`src/rtl/rv_decode_pkg.sv`:
```
// rtl/rv_decode_pkg.sv - RV32I decode constants, ALU control encoding and decode bundle type
package rv_decode_pkg;

    localparam logic [6:0] OPC_OP     = 7'b0110011;
    localparam logic [6:0] OPC_OP_IMM = 7'b0010011;
    localparam logic [6:0] OPC_BRANCH = 7'b1100011;
    localparam logic [6:0] OPC_JAL    = 7'b1101111;
    localparam logic [6:0] OPC_JALR   = 7'b1100111;
    localparam logic [6:0] OPC_LUI    = 7'b0110111;
    localparam logic [6:0] OPC_AUIPC  = 7'b0010111;
    localparam logic [6:0] OPC_LOAD   = 7'b0000011;
    localparam logic [6:0] OPC_STORE  = 7'b0100011;

    localparam logic [2:0] F3_ADD  = 3'b000;
    localparam logic [2:0] F3_SLL  = 3'b001;
    localparam logic [2:0] F3_SLT  = 3'b010;
    localparam logic [2:0] F3_SLTU = 3'b011;
    localparam logic [2:0] F3_XOR  = 3'b100;
    localparam logic [2:0] F3_SRL  = 3'b101;
    localparam logic [2:0] F3_OR   = 3'b110;
    localparam logic [2:0] F3_AND  = 3'b111;

    localparam logic [2:0] F3_BEQ  = 3'b000;
    localparam logic [2:0] F3_BNE  = 3'b001;
    localparam logic [2:0] F3_BLT  = 3'b100;
    localparam logic [2:0] F3_BGE  = 3'b101;
    localparam logic [2:0] F3_BLTU = 3'b110;
    localparam logic [2:0] F3_BGEU = 3'b111;

    localparam logic [6:0] F7_BASE = 7'b0000000;
    localparam logic [6:0] F7_ALT  = 7'b0100000;

    localparam logic [1:0] CLS_BASE   = 2'b00;
    localparam logic [1:0] CLS_ALT    = 2'b01;
    localparam logic [1:0] CLS_BRANCH = 2'b10;
    localparam logic [1:0] CLS_PASS_A = 2'b11;

    typedef enum logic [1:0] {
        A_RS1  = 2'b00,
        A_PC   = 2'b01,
        A_PC4  = 2'b10,
        A_ZERO = 2'b11
    } op_a_sel_e;

    typedef struct packed {
        logic [31:0] pc;
        logic [5:0]  alu_control;
        logic        branch_op;
        op_a_sel_e   op_a_sel;
        logic        op_b_sel;
        logic [31:0] imm;
        logic [4:0]  rs1;
        logic [4:0]  rs2;
        logic [4:0]  rd;
        logic        reg_write;
        logic        mem_read;
        logic        mem_write;
        logic        illegal;
    } decode_bundle_t;

    function automatic logic [5:0] alu_ctrl(input logic [1:0] cls, input logic [2:0] f3);
        return {1'b0, cls, f3};
    endfunction

endpackage

```
`src/rtl/alu_ctrl_decode.sv`:
```
// rtl/alu_ctrl_decode.sv - combinational RV32I instruction to decode bundle
module alu_ctrl_decode
    import rv_decode_pkg::*;
(
    input  logic [31:0]    pc,
    input  logic [31:0]    instr,
    output decode_bundle_t bundle
);

    logic [6:0]  opcode;
    logic [2:0]  f3;
    logic [6:0]  f7;
    logic [31:0] imm_i;
    logic [31:0] imm_s;
    logic [31:0] imm_b;
    logic [31:0] imm_u;
    logic [31:0] imm_j;
    logic [31:0] shamt;
    logic [1:0]  cls;
    logic        ill;

    assign opcode = instr[6:0];
    assign f3     = instr[14:12];
    assign f7     = instr[31:25];
    assign imm_i  = {{20{instr[31]}}, instr[31:20]};
    assign imm_s  = {{20{instr[31]}}, instr[31:25], instr[11:7]};
    assign imm_b  = {{19{instr[31]}}, instr[31], instr[7], instr[30:25], instr[11:8], 1'b0};
    assign imm_u  = {instr[31:12], 12'b0};
    assign imm_j  = {{11{instr[31]}}, instr[31], instr[19:12], instr[20], instr[30:21], 1'b0};
    assign shamt  = {27'b0, instr[24:20]};

    always_comb begin
        bundle     = '0;
        bundle.pc  = pc;
        bundle.rs1 = instr[19:15];
        bundle.rs2 = instr[24:20];
        bundle.rd  = instr[11:7];
        cls        = CLS_BASE;
        ill        = 1'b0;
        case (opcode)
            OPC_OP: begin
                ill = !(f7 == F7_BASE || f7 == F7_ALT);
                if (f7 == F7_ALT && (f3 == F3_ADD || f3 == F3_SRL))
                    cls = CLS_ALT;
                bundle.alu_control = alu_ctrl(cls, f3);
                bundle.reg_write   = 1'b1;
            end
            OPC_OP_IMM: begin
                bundle.op_b_sel  = 1'b1;
                bundle.reg_write = 1'b1;
                if (f3 == F3_SLL) begin
                    ill        = (f7 != F7_BASE);
                    bundle.imm = shamt;
                end else if (f3 == F3_SRL) begin
                    ill        = !(f7 == F7_BASE || f7 == F7_ALT);
                    bundle.imm = shamt;
                    if (instr[30])
                        cls = CLS_ALT;
                end else begin
                    bundle.imm = imm_i;
                end
                bundle.alu_control = alu_ctrl(cls, f3);
            end
            OPC_BRANCH: begin
                ill = !(f3 inside {F3_BEQ, F3_BNE, F3_BLT, F3_BGE, F3_BLTU, F3_BGEU});
                bundle.alu_control = alu_ctrl(CLS_BRANCH, f3);
                bundle.branch_op   = 1'b1;
                bundle.imm         = imm_b;
            end
            OPC_JAL, OPC_JALR: begin
                ill = (opcode == OPC_JALR) && (f3 != F3_ADD);
                bundle.alu_control = alu_ctrl(CLS_PASS_A, F3_ADD);
                bundle.op_a_sel    = A_PC4;
                bundle.op_b_sel    = 1'b1;
                bundle.imm         = (opcode == OPC_JAL) ? imm_j : imm_i;
                bundle.reg_write   = 1'b1;
            end
            OPC_LUI, OPC_AUIPC: begin
                bundle.op_a_sel  = (opcode == OPC_LUI) ? A_ZERO : A_PC;
                bundle.op_b_sel  = 1'b1;
                bundle.imm       = imm_u;
                bundle.reg_write = 1'b1;
            end
            OPC_LOAD: begin
                bundle.op_b_sel  = 1'b1;
                bundle.imm       = imm_i;
                bundle.mem_read  = 1'b1;
                bundle.reg_write = 1'b1;
            end
            OPC_STORE: begin
                bundle.op_b_sel  = 1'b1;
                bundle.imm       = imm_s;
                bundle.mem_write = 1'b1;
            end
            default: ill = 1'b1;
        endcase
        // Illegal instructions keep only pc and register fields so nothing downstream acts on them.
        if (ill) begin
            bundle.alu_control = '0;
            bundle.branch_op   = 1'b0;
            bundle.op_a_sel    = A_RS1;
            bundle.op_b_sel    = 1'b0;
            bundle.imm         = '0;
            bundle.reg_write   = 1'b0;
            bundle.mem_read    = 1'b0;
            bundle.mem_write   = 1'b0;
            bundle.illegal     = 1'b1;
        end
        bundle.reg_write = bundle.reg_write & (bundle.rd != 5'd0);
    end

endmodule

```
`src/rtl/id_decode_stage.sv`:
```
// rtl/id_decode_stage.sv - RV32I decode stage with registered 2-entry skid buffer
module id_decode_stage
    import rv_decode_pkg::*;
#(
    parameter int              XLEN     = 32,
    parameter logic [XLEN-1:0] RESET_PC = '0
) (
    input  logic            clock,
    input  logic            reset,
    input  logic            in_valid,
    output logic            in_ready,
    input  logic [XLEN-1:0] in_pc,
    input  logic [31:0]     in_instr,
    input  logic            flush,
    output logic            out_valid,
    input  logic            out_ready,
    output logic [XLEN-1:0] out_pc,
    output logic [5:0]      out_alu_control,
    output logic            out_branch_op,
    output logic [1:0]      out_op_a_sel,
    output logic            out_op_b_sel,
    output logic [31:0]     out_imm,
    output logic [4:0]      out_rs1,
    output logic [4:0]      out_rs2,
    output logic [4:0]      out_rd,
    output logic            out_reg_write,
    output logic            out_mem_read,
    output logic            out_mem_write,
    output logic            out_illegal
);

    decode_bundle_t dec;
    decode_bundle_t main_d, main_q;
    decode_bundle_t skid_d, skid_q;
    logic           main_valid_d, main_valid_q;
    logic           skid_valid_d, skid_valid_q;
    logic           in_ready_d, in_ready_q;
    logic           accept;
    logic           retire;

    alu_ctrl_decode u_dec (
        .pc     (in_pc),
        .instr  (in_instr),
        .bundle (dec)
    );

    assign accept = in_valid & in_ready_q;
    assign retire = main_valid_q & out_ready;

    // The skid entry only fills while main is held, so main is never empty with skid full.
    always_comb begin
        main_d       = main_q;
        skid_d       = skid_q;
        main_valid_d = main_valid_q;
        skid_valid_d = skid_valid_q;
        if (flush) begin
            main_valid_d = 1'b0;
            skid_valid_d = 1'b0;
        end else if (retire) begin
            if (skid_valid_q) begin
                main_d       = skid_q;
                main_valid_d = 1'b1;
                skid_valid_d = 1'b0;
            end else begin
                main_valid_d = accept;
                if (accept)
                    main_d = dec;
            end
        end else if (accept) begin
            if (main_valid_q) begin
                skid_d       = dec;
                skid_valid_d = 1'b1;
            end else begin
                main_d       = dec;
                main_valid_d = 1'b1;
            end
        end
        in_ready_d = !skid_valid_d;
    end

    always_ff @(posedge clock or posedge reset) begin
        if (reset) begin
            main_q       <= '0;
            skid_q       <= '0;
            main_valid_q <= 1'b0;
            skid_valid_q <= 1'b0;
            in_ready_q   <= 1'b1;
        end else begin
            main_q       <= main_d;
            skid_q       <= skid_d;
            main_valid_q <= main_valid_d;
            skid_valid_q <= skid_valid_d;
            in_ready_q   <= in_ready_d;
        end
    end

    assign in_ready        = in_ready_q;
    assign out_valid       = main_valid_q;
    assign out_pc          = main_valid_q ? main_q.pc : RESET_PC;
    assign out_alu_control = main_q.alu_control;
    assign out_branch_op   = main_q.branch_op;
    assign out_op_a_sel    = main_q.op_a_sel;
    assign out_op_b_sel    = main_q.op_b_sel;
    assign out_imm         = main_q.imm;
    assign out_rs1         = main_q.rs1;
    assign out_rs2         = main_q.rs2;
    assign out_rd          = main_q.rd;
    assign out_reg_write   = main_q.reg_write;
    assign out_mem_read    = main_q.mem_read;
    assign out_mem_write   = main_q.mem_write;
    assign out_illegal     = main_q.illegal;

endmodule

```
`config.mk`:
```
export PLATFORM = sky130hd
export DESIGN_NAME = id_decode_stage
export DESIGN_NICKNAME = d
export VERILOG_FILES = /design/src/rtl/rv_decode_pkg.sv /design/src/rtl/alu_ctrl_decode.sv /design/src/rtl/id_decode_stage.sv
export SDC_FILE = /design/constraint.sdc
export NUM_CORES = 1
export LEC_CHECK = 0
export CORE_MARGIN = 10
export CORE_UTILIZATION = 60
export DETAILED_ROUTE_END_ITERATION = 7
export DONT_BUFFER_PORTS = 1
export PLACE_DENSITY = 0.79
export SYNTH_ARGS = -nofsm -noshare
export SYNTH_HDL_FRONTEND = slang
export SYNTH_SLANG_ARGS = --single-unit
```
`constraint.sdc`:
```
create_clock -name clock -period 17.2 [get_ports clock]
set_clock_uncertainty 0.05 [all_clocks]
set_input_delay 5.16 -clock clock [delete_from_list [all_inputs] [get_ports clock]]
set_output_delay 5.16 -clock clock [all_outputs]
set_load 0.02 [all_outputs]
```
# == Word-level counts from Yosys, hierarchy flattened ==
# Cells that the tools add are included.
# op_classes
mux,35
div_mod_pow,0
order_cmp,0
eq_ne,16
n_reduce_logical,23
bitwise,5
n_mul,0
add_sub_neg,0
n_shift,0
# ops
operator,n
2-to-1 mux 93 bit,5
case mux 32 bit (6 select lines),1
2-to-1 mux 32 bit,3
2-to-1 mux 41 bit,1
"equality test 7 x 6 -> 1 bit, second input constant",4
"equality test 7 bit, second input constant",3
2-to-1 mux 20 bit,1
case mux 5 bit (4 select lines),1
2-to-1 mux 1 bit,17
"equality test 7 x 5 -> 1 bit, second input constant",2
OR reduction 7 bit,2
"equality test 3 bit, second input constant",4
AND reduction 4 bit,2
"equality test 7 x 2 -> 1 bit, second input constant",1
logical NOT 7 bit,1
nonzero test 7 bit,1
2-to-1 mux 2 bit,3
nonzero test 3 bit,2
nonzero test 6 bit,1
case mux 1 bit (5 select lines),1
nonzero test 5 bit,1
2-to-1 mux 4 bit,1
case mux 2 bit (2 select lines),1
nonzero test 2 bit,2
10 further kinds,18
# word_totals
ramBits,0
elab_cells,108
mem_count,0
latch_bits,0
ff_bits,189
rom_bits,0

# == Longest topological paths before layout ==
# Gate-level depths: netlist of run 1.
# depth
depth_word,11
mapped_depth,9
mapped_depth_nobuf,5

# == Modules after synthesis ==
# Synthesis of run 1 repeated with hierarchy kept, for this count alone.
# hier_totals
hier_cells,810
hier_area_um2,10110.9
# by_module_without_submodules
module,cells_each,seq_area_each_um2,instances,area_each_um2
id_decode_stage,601,4730.8,1,8852.2
alu_ctrl_decode,209,0.0,1,1258.7

# == Worst setup path before layout of run 1 ==
# No wires, ideal clock.
# synth_timing
path_type,input-to-reg
start,in in_instr[14]
end,reg skid_q[54] (netlist bit)
required_ns,17.060
t_arrival_ns,6.858
setup_slack_ns,10.202
path_stages,7
path_cell_list,buf_6 > or3_1 > a32o_1 > or4_1 > buf_2 > buf_6 > o31ai_4
# synth_via
elab_chain_cells,5
word_cells_on_any_way,14
classes_between,eq/ne: 5; mux: 4; reduce/logical: 5
# synth_rtl
item,line_no,rtl
"start, declared",id_decode_stage.sv:13,"input logic [31:0] in_instr,"
equality test 3 x 1 -> 1 bit (tied with other cells),"alu_ctrl_decode.sv:51, alu_ctrl_decode.sv:65",
nonzero test 6 bit or 2-to-1 mux 1 bit (tied branches),"alu_ctrl_decode.sv:65, alu_ctrl_decode.sv:54",
logical NOT 1 bit or 2-to-1 mux 1 bit (tied branches),"alu_ctrl_decode.sv:65, alu_ctrl_decode.sv:51",
case mux 1 bit (5 select lines) *,alu_ctrl_decode.sv:40,case (opcode)
2-to-1 mux 41 bit *,alu_ctrl_decode.sv:98,if (ill) begin
"end signal, assigned",id_decode_stage.sv:90,skid_q <= skid_d;
"end, declared",id_decode_stage.sv:34,"decode_bundle_t skid_d, skid_q;"
# Mark *: on every way between the ends. The rest lies on a longest branch, timed or not.
# A chain may end at the register's enable or synchronous reset.

# == Final worst setup path of run 1 ==
# layout_timing
start,in in_instr[2]
end,reg skid_q[40] (netlist bit)
# layout_via
elab_chain_cells,4
word_cells_on_any_way,16
classes_between,eq/ne: 9; mux: 3; reduce/logical: 4
# layout_rtl
item,line_no
equality test 7 x 5 -> 1 bit (tied with other cells),alu_ctrl_decode.sv:40
OR reduction 4 bit (no source line) (tied with other cells),--
case mux 1 bit (5 select lines) or case mux 32 bit (6 select lines) (tied branches),alu_ctrl_decode.sv:40
2-to-1 mux 41 bit *,alu_ctrl_decode.sv:98
# Marks and branches as above.

==> metrics.txt, run 1 <==
status=completed; Fin Setup TNS=0 ns; Worst Hold Launch=skid_q[68]$_DFFE_PP0P_; Netlist cell types=52; nets@finish=1006; Die Y=142 microns; Placeable Area=14500 sq um; Initial DRC Count=740; post-synthesis register bit count=187; Post-route DRC=0; first-pass GRT wire length=36200 microns; Internal=~790 uW; Max Fclk=138 MHz; Primary FF master, synth=dfrtp_1; hold_buf cts=0; Placement Setup Slack=between 9 and 10 ns; Boundary Pins=164; Hold Fails Final Rpt=0; antenna diode count=0; Sequential Power Share=52.4%; CTS tree=done; FF-to-FF End=out_imm[7]$_DFFE_PP0P_; RSZ-0062 raised after global routing=false; Initial Utilization=about three fifths; Cell Pwr Density=122 nW/um^2; P_leak=around 0.0041 uW; crit-path max FO=24; Pre-Repair DR Iteration Count=5; EDFF count, synth=0; CP Launch Type=input pin; synth warn=0; Rows=44; Mapped Area=8920 sq um; Comb pwr share=approximately 11%; Area Growth Syn to Fin=2.15%; R2R Setup Slk=~14 ns; final WL=22800 microns; layout cells sized above 1=around 5.9%; largest net degree at the start of global routing=119; vias in the first global route=~6.4k; most common cell in the synthesized netlist=nand2_1; Data arrival, critical path=about 7.5 ns; post-layout minimum cycle time=7.26 ns; HP Class=flip-flop to flip-flop; worst setup margin=9.94 ns; crit path kind=input pin to flip-flop; Skew-Pair Late Insertion Delay=0.42 ns; Synth top cells by count=nand2_1 (305), dfrtp_1 (186), nor2_1 (105), clkbuf_1 (61), buf_4 (55); Worst-path clk slew=0.06 ns; syn_nets=~1.1k; # clock sinks=around 190; Num CTS Buffers=17; Yosys top cell area share=52.2%; antenna violations before repair=0; max_cap viols=0; R2R Path Start=out_valid$_DFFE_PP0P_; final setup violation count=0; fin crit share=42.2%; All-Layer GR Usage=approximately 22%; Max rail drop VDD=0.0694 mV; FILL cells=1243; Die Wd=142 microns; final count of pins violating max slew=0; Synth Instances=1037; Endpoint, Worst Hold=skid_q[68]$_DFFE_PP0P_; Worst Setup End Kind=flip-flop; vias=6752; Via density=5.95; Port-buffer cells=0; DPL Wire Length=14700 microns; hold slack=0.425 ns; Root Buffer=clkbuf_16; # Post-CTS Setup Buffers=0; Avg WL per Cell=about 20 microns; worst-margin pin slew=1.04 ns; grt ovf=0; most area-consuming cells after synthesis=dfrtp_1 (52%), nand2_1 (13%), buf_4 (4.6%); Seq/Total Area, Yosys=52.5%; Final Util=62.7%; Hold Path Cell Cnt=2; Final ANT Viol Nets=0; Critical Path RT=~17 ns; Final Power=1110 uW; Net Sw Power=322 uW; Synth area leader=dfrtp_1; H-tree levels=4; Clock power frac=36.2%; Async SR Flop Fraction=100%; Sw Share=28.9%; Max clock buf depth=2; die area=between 20000 and 25000 sq um; cts repair resizes=0; GP Congestion=~0.95; Rel. slew slack=30.4%; syn avg cell area=~8.6 sq um; FF-to-FF path depth=6
-- final cells by class --
| cell class | count | area [sq um] | area share (%) |
|---|---|---|---|
| inverters | 6 | 27.5 | 0.302 |
| repair buffers | 11 | 82.6 | 0.906 |
| well taps | 184 | 230 | 2.53 |
| multi-input cells | 714 | 3490 | 38.3 |
| clock inverters | 11 | 143 | 1.56 |
| flip-flops and latches | 187 | 4680 | 51.4 |
| clock buffers | 21 | 460 | 5.05 |
-- metrics by stage --
stage	instances	instance area, sq um
6_report	1134	9110
5_1_grt	1134	9110
4_1_cts	1134	9110
3_5_place_dp	1102	8510
3_3_place_gp	1102	8510
2_1_floorplan	1037	8920
-- kinds of logic (layout without fill, tap and decap cells) --
group	after synthesis	count (layout)	synth area share, %
and+or+nand+nor	488	488	22.9
AOI/OAI and AO/OA	223	223	15.6
DFF	187	187	52.5
buffers and inverters	136	49	8.86
other	1	1	0.0420
xor gates and xnor gates	1	1	0.0982
muxes	1	1	0.112
-- layout by cell type (no fill, tap or decap), types with 2 or more instances in the layout --
cell type     n
a21oi_1      43
a221o_1       3
a22oi_1      16
a31oi_1      51
a32oi_1       2
and2_1       32
and3_1        9
buf_4        11
bufinv_16     3
clkbuf_1      2
clkbuf_16    17
clkbuf_8      2
clkinv_2      4
clkinv_4      2
clkinvlp_4    2
dfrtp_1     186
inv_1         5
nand2_1     305
nand2b_1      3
nand3_1       3
nand3b_1      3
nor2_1      105
nor2b_1       4
nor3_1        7
o21a_1        9
o21ai_0      14
o21ai_1      39
o22ai_1      28
o22ai_2       3
o31ai_1       2
or2_2         2
or4_1         2
-- power by group through the flow --
stage          clock network, uW  logic, uW  registers [uW]
2_1_floorplan                  0        168             546
3_3_place_gp                   0        124             590
3_5_place_dp                   0        128             592
4_1_cts                      408        129             585
5_1_grt                      426        147             593
6_report                     403        127             583
-- worst max-delay path by stage --
stage | cells past startpoint | endpoint | slack [ns] | start
after global routing | 6 | skid_q[42]$_DFFE_PP0P_ | 9.78 | in_instr[2]
after CTS | 6 | skid_q[40]$_DFFE_PP0P_ | 9.99 | in_instr[2]
after global placement | 6 | skid_q[36]$_DFFE_PP0P_ | 9.60 | in_instr[2]
after detailed placement | 6 | skid_q[46]$_DFFE_PP0P_ | 9.53 | in_instr[2]
after floorplan | 1 | main_q[61]$_DFFE_PP0P_ | 6.91 | reset
final | 6 | skid_q[40]$_DFFE_PP0P_ | 9.94 | in_instr[2]
-- per-layer routing --
layer	vias to the layer above	GRT usage, %	wire length (microns)
met2	285	33.1	10500
met1	3234	29.2	9300
li1	3207	-	-
met3	26	9.55	2620
met5	-	0	0
met4	0	7.15	355
-- sequential cells by signal (all words and copies together) (netlist names) --
name,cells
in_ready,1
main_q,32
out_alu_control,5
out_branch_op,1
out_illegal,1
out_imm,32
out_mem_read,1
out_mem_write,1
out_op_a_sel,2
out_op_b_sel,1
out_rd,5
out_reg_write,1
out_rs1,5
out_rs2,5
out_valid,1
skid_q,92
skid_valid_q,1
-- critical path, stage by stage --
cell       delay [ns]
nand4bb_1        0.46
nor4bb_1         0.51
o21a_1           0.22
or4_1            0.61
buf_4            0.41
o21ai_1          0.11
No activity file was read; power rests on OpenSTA's default activity.
==> run 2, diff against run 1 <==
--- a/config.mk
+++ b/config.mk
@@ -5,8 +5,9 @@
 export SDC_FILE = /design/constraint.sdc
 export NUM_CORES = 1
 export LEC_CHECK = 0
+export ABC_AREA = 1
 export CORE_MARGIN = 10
-export CORE_UTILIZATION = 60
+export CORE_UTILIZATION = 58
 export DETAILED_ROUTE_END_ITERATION = 7
 export DONT_BUFFER_PORTS = 1
 export PLACE_DENSITY = 0.79
==> constraint.sdc (replaced) <==
create_clock -name clock -period 6.3 [get_ports clock]
set_clock_uncertainty 0.05 [all_clocks]
set_input_delay 1.89 -clock clock [delete_from_list [all_inputs] [get_ports clock]]
set_output_delay 1.89 -clock clock [all_outputs]
set_load 0.02 [all_outputs]
==> run 2 against run 1 <==
Against the previous run:
- non-clock buffer count down 2
- critical path type unchanged
- largest power group unchanged
- first-iteration DRC count up 4.7%
- largest cell class unchanged
- clock power rose to 2.6 times the previous value
- highest routed layer unchanged
==> metrics.txt, run 2 <==
Final Power=2870 uW (+160%); Mapped Area=9920 sq um (+11%); FF-to-FF End=main_q[92]$_DFFE_PP0P_; Synth Instances=1366 (+32%); Yosys top cell area share=46.9% (-5.2 points); R2R Setup Slk=3.17 ns (-10.73 ns); Max Fclk=roughly 270 MHz; Fin Setup TNS=0 ns (unchanged); Initial DRC Count=775 (+4.7%); RSZ-0062 raised after global routing=false; max_cap viols=0 (unchanged); CTS tree=done; Rows=47 (+6.8%); R2R Path Start=out_valid$_DFFE_PP0P_; Hold Fails Final Rpt=0 (unchanged); max FFs per register=92 (unchanged); most common cell after layout, fill and taps aside=nand2_1; layout cells sized above 1=6.82% (+0.93 points); Synth top cells by count=nand2_1 (550), dfrtp_1 (186), nor2_1 (181), inv_1 (69), buf_4 (58); most area-consuming cells after synthesis=dfrtp_1 (47%), nand2_1 (21%), nor2_1 (6.8%); EDFF count, synth=0 (unchanged); Hold Path Cell Cnt=2 (unchanged); crit-path max FO=83 (+250%); Avg WL per Cell=16.9 microns (-16%); commonest cells after routing, fill and taps aside=nand2_1 (549), dfrtp_1 (186), nor2_1 (181); crit path kind=input pin to flip-flop; Final ANT Viol Nets=0 (unchanged); Post-route DRC=0 (unchanged); Via density=5.41 (-9.1%); HP Class=flip-flop to flip-flop; final WL=25300 microns (+11%); Num CTS Buffers=17 (unchanged); Comb pwr share=11.7% (+0.3 points); Async SR Flop Fraction=100% (unchanged); Placement Setup Slack=2.18 ns (-7.35 ns); P_leak=0.00559 uW (+37%); largest net degree at the start of global routing=188 (+58%); Placeable Area=16700 sq um (+15%); Internal=2030 uW (+160%); Initial Utilization=59.4% (-2.0 points); final count of pins violating max slew=0 (unchanged); FF-to-FF path depth=10 (+4); worst setup margin=2.60 ns (-7.34 ns); final setup violation count=0 (unchanged); antenna violations before repair=0 (unchanged); Primary FF master, synth=dfrtp_1; Net Sw Power=835 uW (+160%); Skew-Pair Late Insertion Delay=0.43 ns (about the same); most common cell in the synthesized netlist=nand2_1; syn avg cell area=7.26 sq um (-16%); Clock power frac=36.1% (about the same); nets@finish=1331 (+32%); Rel. slew slack=24.6% (-5.8 points); CP Launch Type=input pin; Endpoint, Worst Hold=skid_q[87]$_DFFE_PP0P_; synth warn=0 (unchanged); H-tree levels=4 (unchanged); Data arrival, critical path=3.96 ns (-3.55 ns); Max clock buf depth=2 (unchanged); cts repair resizes=0 (unchanged); Die Wd=151 microns (+6.2%); Worst-path clk slew=0.07 ns (about the same); Die Y=151 microns (+6.2%); first-pass GRT wire length=40900 microns (+13%); Netlist cell types=30 (-42%); post-synthesis register bit count=187 (unchanged); grt ovf=0 (unchanged); vias=8098 (+20%); # Post-CTS Setup Buffers=0 (unchanged); status=completed; worst-margin pin slew=1.13 ns (+0.0873 ns); # clock sinks=187 (unchanged); Worst Setup End Kind=flip-flop; Root Buffer=clkbuf_16; All-Layer GR Usage=22.7% (+0.27 points); post-layout minimum cycle time=3.70 ns; fin crit share=58.7%; Synth area leader=dfrtp_1; hold_buf cts=0 (unchanged); Pre-Repair DR Iteration Count=6 (+1); Critical Path RT=6.56 ns (-10.89 ns); Sequential Power Share=52.2% (-0.2 points); vias in the first global route=7652 (+19%); DPL Wire Length=17100 microns (+17%); Seq/Total Area, Yosys=47.2% (-5.3 points); Area Growth Syn to Fin=1.41%; Reg with most FFs=skid_q; syn_nets=1435 (+30%); Sw Share=29.1% (+0.17 points); die area=22700 sq um (+13%); Port-buffer cells=0 (unchanged); GP Congestion=0.971 (+1.8%); Boundary Pins=164 (unchanged); Cell Pwr Density=285 nW/um^2 (+130%); Max rail drop VDD=0.212 mV (+210%); Worst Hold Launch=skid_q[87]$_DFFE_PP0P_
-- run 2: metrics by stage --
| stage | instances | hold slack [ns] | area (sq um) | util [%] |
|---|---|---|---|---|
| 3_3_place_gp | 1463 | 0.411 | 9500 | 56.9 |
| 4_1_cts | 1495 | 0.433 | 10100 | 60.2 |
| 5_1_grt | 1495 | 0.448 | 10100 | 60.2 |
| 2_1_floorplan | 1366 | 0.398 | 9930 | - |
| 3_5_place_dp | 1463 | 0.415 | 9500 | 56.9 |
| 6_report | 1496 | 0.429 | 10100 | 60.2 |
-- run 2: cells by family (layout without fill, tap and decap cells) --
logic type	Yosys count	count (layout)	synth area share [%]
other	1	2	0.0378
AOI/OAI and AO/OA	132	132	7.41
and+or+nand+nor	834	834	34.4
buffers and inverters	212	121	11.0
DFF	187	187	47.2
-- run 2: metal layers --
metal	part of all wire [%]	GRT usage (%)	routed length, microns	up-vias
li1	-	-	-	4001
met1	42	30.3	10700	3754
met2	45	33.7	11400	299
met3	11	7.82	2680	44
met4	2.2	7.84	562	0
met5	0	0	0	-
-- run 2: final cells by class --
| type | instances | area, sq um |
|---|---|---|
| fillers | 1566 | 6640 |
| clock inverters | 10 | 93.8 |
| repair buffers | 9 | 80.1 |
| well taps | 220 | 275 |
| inverters | 80 | 304 |
| clock buffers | 22 | 464 |
| multi-input cells | 967 | 4160 |
| flip-flops and latches | 187 | 4680 |
| diodes | 1 | 2.50 |
-- run 2: how the worst max path moves through the flow --
stage,startpoint,slack (ns),end,cells after the start
2_1_floorplan,reset,1.95,main_q[61]$_DFFE_PP0P_,1
3_3_place_gp,out_ready,2.23,out_op_a_sel[0]$_DFFE_PP0P_,7
3_5_place_dp,out_ready,2.18,skid_q[0]$_DFFE_PP0P_,7
4_1_cts,out_ready,2.64,skid_q[0]$_DFFE_PP0P_,7
5_1_grt,out_ready,2.42,out_rd[3]$_DFFE_PP0P_,9
6_report,out_ready,2.60,skid_q[0]$_DFFE_PP0P_,7
-- run 2: power groups by stage --
| stage | logic (uW) | registers [uW] | clock network [uW] |
|---|---|---|---|
| 3_3_place_gp | 324 | 1520 | 0 |
| 5_1_grt | 389 | 1520 | 1090 |
| 3_5_place_dp | 338 | 1520 | 0 |
| 2_1_floorplan | 366 | 1450 | 0 |
| 6_report | 335 | 1500 | 1040 |
| 4_1_cts | 340 | 1500 | 1050 |
-- run 2: worst max-delay path: stages --
cell and delay [ns]:
nand2_1 0.05, inv_2 0.06, nor2_1 0.22, nand2_4 0.51, inv_1 0.73, buf_4 0.39, o21ai_0 0.11
